--- src/rtl/ap2_arith_pkg.sv ---
// Shared constants and elaboration helpers for the AP2 arithmetic maps.
package ap2_arith_pkg;

   // Default carry-chain segment length in bits.
   localparam int unsigned SegDefault = 8;

   // Number of carry-chain segments (and pipeline stages) for a given width.
   function automatic int unsigned nseg(input int unsigned width, input int unsigned seg);
      return (seg == 0) ? 0 : width / seg;
   endfunction

   // Legal segmentation: at least 2 bits per segment, whole segments only.
   function automatic bit seg_cfg_ok(input int unsigned width, input int unsigned seg);
      return (seg >= 2) && (width >= seg) && ((width % seg) == 0);
   endfunction

endpackage

--- src/rtl/ap2_adder_seg.sv ---
// One combinational carry-chain segment: SEG full-adder cells in ripple.
// Also exposes the carry into the segment MSB so the caller can form signed overflow.
module ap2_adder_seg
   import ap2_arith_pkg::*;
#(
   parameter int unsigned SEG = SegDefault
) (
   input  logic [SEG-1:0] a,
   input  logic [SEG-1:0] b,
   input  logic           ci,
   output logic [SEG-1:0] s,
   output logic           co,
   output logic           c_msb
);

   logic [SEG:0] c;

   // Ripple through one full-adder cell per bit.
   always_comb begin
      s    = '0;
      c    = '0;
      c[0] = ci;
      for (int i = 0; i < SEG; i++) begin
         s[i]   = a[i] ^ b[i] ^ c[i];
         c[i+1] = (a[i] & b[i]) | (c[i] & (a[i] ^ b[i]));
      end
   end

   assign co    = c[SEG];
   assign c_msb = c[SEG-1];

endmodule

--- src/rtl/ap2_pipe_adder.sv ---
// Pipelined wide add/subtract: the carry chain is cut every SEG bits by a register.
// Operands skew forward so segment k is added in stage k; finished sum bits are
// carried along unchanged so the whole result leaves the last stage together.
module ap2_pipe_adder
   import ap2_arith_pkg::*;
#(
   parameter int unsigned WIDTH = 32,
   parameter int unsigned SEG   = SegDefault
) (
   input  logic             clk,
   input  logic             rst_n,
   input  logic             in_valid,
   output logic             in_ready,
   input  logic [WIDTH-1:0] a,
   input  logic [WIDTH-1:0] b,
   input  logic             bi,
   input  logic             ci,
   output logic             out_valid,
   input  logic             out_ready,
   output logic [WIDTH-1:0] y,
   output logic             co,
   output logic             ovf
);

   localparam int unsigned NSEG = nseg(WIDTH, SEG);

   if (!seg_cfg_ok(WIDTH, SEG)) begin : g_bad_cfg
      $error("ap2_pipe_adder: WIDTH must be a non-zero multiple of SEG and SEG >= 2");
   end

   // rdy[k]: stage k may load this edge; rdy[NSEG] is the consumer.
   logic [NSEG:0]    rdy;
   logic [WIDTH-1:0] b_eff;
   logic             ovf_q;

   assign b_eff     = bi ? ~b : b;
   assign rdy[NSEG] = out_ready;
   assign in_ready  = rdy[0];

   for (genvar k = 0; k < NSEG; k++) begin : g_stage
      logic             v_q;
      logic             c_q;
      logic [WIDTH-1:0] a_q;
      logic [WIDTH-1:0] b_q;
      logic [WIDTH-1:0] y_q;

      logic             src_v;
      logic             src_c;
      logic [WIDTH-1:0] src_a;
      logic [WIDTH-1:0] src_b;
      logic [WIDTH-1:0] src_y;
      logic [WIDTH-1:0] y_d;
      logic [SEG-1:0]   seg_s;
      logic             seg_co;
      logic             seg_cmsb;

      if (k == 0) begin : g_src
         assign src_v = in_valid;
         assign src_c = ci;
         assign src_a = a;
         assign src_b = b_eff;
         assign src_y = '0;
      end else begin : g_src
         assign src_v = g_stage[k-1].v_q;
         assign src_c = g_stage[k-1].c_q;
         assign src_a = g_stage[k-1].a_q;
         assign src_b = g_stage[k-1].b_q;
         assign src_y = g_stage[k-1].y_q;
      end

      // A stage can take new data if it is empty or its successor is draining.
      assign rdy[k] = !v_q || rdy[k+1];

      ap2_adder_seg #(
         .SEG (SEG)
      ) u_seg (
         .a     (src_a[k*SEG +: SEG]),
         .b     (src_b[k*SEG +: SEG]),
         .ci    (src_c),
         .s     (seg_s),
         .co    (seg_co),
         .c_msb (seg_cmsb)
      );

      // Drop this segment's sum into the partially built result word.
      always_comb begin
         y_d                = src_y;
         y_d[k*SEG +: SEG]  = seg_s;
      end

      // Stage register: loads whenever the stage is ready, otherwise holds.
      always_ff @(posedge clk or negedge rst_n) begin
         if (!rst_n) begin
            v_q <= 1'b0;
            c_q <= 1'b0;
            a_q <= '0;
            b_q <= '0;
            y_q <= '0;
         end else if (rdy[k]) begin
            v_q <= src_v;
            c_q <= seg_co;
            a_q <= src_a;
            b_q <= src_b;
            y_q <= y_d;
         end
      end

      if (k == NSEG - 1) begin : g_last
         // Signed overflow from the carries into and out of the MSB.
         always_ff @(posedge clk or negedge rst_n) begin
            if (!rst_n) begin
               ovf_q <= 1'b0;
            end else if (rdy[k]) begin
               ovf_q <= seg_cmsb ^ seg_co;
            end
         end
      end
   end

   assign out_valid = g_stage[NSEG-1].v_q;
   assign y         = g_stage[NSEG-1].y_q;
   assign co        = g_stage[NSEG-1].c_q;
   assign ovf       = ovf_q;

endmodule

--- config.mk ---
export PLATFORM = sky130hd
export DESIGN_NAME = ap2_pipe_adder
export DESIGN_NICKNAME = d
export VERILOG_FILES = /design/src/rtl/ap2_arith_pkg.sv /design/src/rtl/ap2_adder_seg.sv /design/src/rtl/ap2_pipe_adder.sv
export SDC_FILE = /design/constraint.sdc
export NUM_CORES = 1
export LEC_CHECK = 0
export ABC_AREA = 1
export BUFFER_PORTS_ARGS = -buffer_cell sky130_fd_sc_hd__buf_2
export CORE_MARGIN = 3
export CORE_UTILIZATION = 52
export CTS_CLUSTER_DIAMETER = 60
export DETAILED_ROUTE_END_ITERATION = 16
export GPL_TIMING_DRIVEN = 0
export PLACE_DENSITY = 0.72
export SYNTH_ARGS = -nofsm -noshare
export SYNTH_HDL_FRONTEND = slang
export SYNTH_HIERARCHICAL = 1
export SYNTH_SLANG_ARGS = --single-unit
export TNS_END_PERCENT = 100
--- constraint.sdc ---
create_clock -name clk -period 3.5 [get_ports clk]
set_input_delay 1.05 -clock clk [delete_from_list [all_inputs] [get_ports clk]]
set_output_delay 1.05 -clock clk [all_outputs]
set_load 0.005 [all_outputs]
==> metrics.cfg <==
[finish]
nNetsFinal=1123
finalCoreUtilization_pct=63.28
fin_cells=1245
num_antenna_cells=0
drive_gt1_share_pct=20.02
area_growth_pct=19.00
fill_cells=1287
postLayoutCellArea_um2=9656

[grt]
grt_pass1_wl_um=28540
grt_max_degree=103
grt_antenna_before_repair=0
grtUsageMet1_pct=31.32
top_usage_layer=met2
met2_usage_pct=32.15
grt_overflow=0
grtUsageTotal_pct=21.39
use_met3_pct=4.146
first_global_vias=5768

[cts]
clock_path_buffers=2
clkLatencyLatePin_ns=0.43
cts_tree=done
cts_made_buffers=17
cts.clk_slew.worst_paths_ns=0.07
cts.sinks=185
cts_max_level=4
root_buffer=clkbuf_16
hold_buffers=0

[sta]
timing.hold.ws_ns=0.4647
rsz0062_at_grt=true
setup_viol=4
finalCriticalPeriod_ns=3.897
tightest_slew_ns=0.6360
finClkSkew_ns=0.01065
fmax_mhz=256.6
hold_viol=0
max_slew_margin_pct=57.60
slew_viol_final=0
setup_ws_ns=-0.3971
post-route-period-util_pct=111.3

[logic_synthesis]
yosysSeqAreaShare_pct=57.05
netlist_area_um2=8114
synth_seq_cells=185
synth_nets=996
syn_inst=894
yosys-top-cells-area=dfrtp_1, nand2_1, fa_1, nand3_1, xor2_1
synth_edf_count=0
yosysTopAreaCell=dfrtp_1
yosysWarnings=6
synth.top_cell.area_share_pct=57.05
ys.flop_type=dfrtp_1
synth_common_cells=nand2_1, dfrtp_1, nand3_1, inv_1
avgSynthCellArea_um2=9.076
synth_cell_type_count=16
yosysMostFrequentCell=nand2_1
synth-async-reset-ratio_pct=100.0

[routing]
drt-wirelength-per-cell_um=13.74
drt_iter0_drc=420
wirelength_um=17110
num_vias=5953
vias_per_cell=4.782
drc_errors=0
drt_pre_antenna_iters=5
drtAntennaViolNets=0

[die]
num_io_pins=106
dieArea_um2=17140
start_util_pct=53.18
dieHeight_um=130.9
die_w_um=130.9
design.core.area_um2=15260
rows=45

[pwr]
vdd_drop_max_mv=0.3529
power_density_nw_per_um2=680.6
static-leakage-power_nw=5.232

[setup_path]
crit_path_frequent_cell=fa_2
critPathTopFamily=adder cells
crit_path_end_kind=flip-flop
cpPeakStageDelay_ns=0.51
r2r_start=g_stage[2].a_q[24]$_DFFE_PN0P_
cp_cell_sequence=clkbuf_16 -> xor2_2 -> fa_2 -> inv_2 -> fa_2 -> inv_2 -> fa_2 -> fa_2 -> fa_2 -> fa_2 -> inv_2 -> fa_1 -> inv_2 -> fa_2 -> nand2_1 -> nand2_1
required_ns=3.86
cpMaxStageDelayCell=fa_2
worstSetupStartpointType=primary input
cp-startpoint=bi
crit_type=in2reg
crit_buf_inv=5
crit_arrival_ns=4.26
critical_path.max_fanout=2

[status]
violations=negative setup slack
status=complete, but fails checks

[min_path]
min_path_type=reg2reg
worstHoldStart=y[11]$_DFFE_PN0P_

[placement]
port_buffers=104
dpl-instance-area_um2=8981
dpl_worst_slack_ns=-0.9750
gp_congestion=0.8380
place_inst=1210
post-dp-hpwl_um=12350

[flow_run]
max_cap_viol_count=0

-- worst min-delay path, cell delays in order, from the launching register on --
cell and delay, ns:
dfrtp_1 0.34, nand2_1 0.05, nand2_1 0.04
-- final cells by class --
class | count | area [um2] | area share [%]
multi-input combinational | 616 | 3184 | 32.98
tap | 211 | 264.0 | 2.734
clock inverter | 13 | 145.1 | 1.503
buffer | 46 | 229.0 | 2.371
timing repair buffer | 109 | 588.1 | 6.090
sequential | 185 | 4629 | 47.95
clock buffer | 19 | 442.9 | 4.587
inverter | 46 | 172.7 | 1.788
-- kinds of logic after synthesis --
| kind of cell | count (synthesis) | share of synthesized area (%) |
|---|---|---|
| simple gates | 550 | 26.68 |
| compound gates | 1 | 0.06162 |
| flops | 185 | 57.05 |
| buf+inv | 93 | 4.749 |
| xor+xnor | 33 | 3.562 |
| fa+ha+maj | 32 | 7.895 |
-- registers in the layout, indices dropped and copies added, names as in the netlist --
signal	flops
g_stage.v_q	3
ovf	1
g_stage.b_q	48
g_stage.y_q	48
co	1
g_stage.c_q	3
out_valid	1
y	32
g_stage.a_q	48
-- per-layer routing --
layer  share of wire (%)  vias to the layer above
met5                   0                        -
met4                 2.5                        0
met3                 4.9                       27
met2                  46                      154
met1                  47                     2815
li1                    -                     2957
-- metrics by stage --
stage	total power, W	setup TNS (ns)
floorplan	0.003986	-2.468
global placement	0.004570	-276.34
detailed placement	0.004644	-4.095
CTS	0.006596	-0.8186
global route	0.007031	-1.517
finish	0.006571	-0.7749
-- what timing repair did --
action | CTS | global route
resized for setup | 20 | 12
pin swaps | 4 | 9
setup buffers | 3 | 1
setup endpoints to repair | 10 | 10
-- final timing paths --
| path | endpoint | cells after the start | slack, ns |
|---|---|---|---|
| setup reg to reg | ovf$_DFFE_PN0P_ | 14 | 0 |
| min in group asynchronous | y[6]$_DFFE_PN0P_ | 1 | 0.58 |
| hold / removal | y[11]$_DFFE_PN0P_ | 2 | 0.46 |
| hold reg to reg | y[11]$_DFFE_PN0P_ | 2 | 0.46 |
| setup / recovery | g_stage[0].y_q[7]$_DFFE_PN0P_ | 16 | -0.40 |
| max in group asynchronous | g_stage[0].a_q[30]$_DFFE_PN0P_ | 2 | 2.00 |
-- power breakdown --
part | switching, W | internal, W | total, W
registers | 0.000367 | 0.00273 | 0.00310
clock network | 0.000825 | 0.00108 | 0.00190
logic | 0.000889 | 0.000679 | 0.00157
-- layout by cell type (no fill, tap or decap), drive strengths merged --
cell type and count:
nor2 2, nand3 58, dfrtp 185, clkinv 6, xnor2 1, xor2 32
inv 48, clkbuf 47, nand4 1, or2 2, o21ai 1, bufinv 2
buf 127, fa 32, nand2 487, clkinvlp 3
No activity file was read; power rests on OpenSTA's default activity.
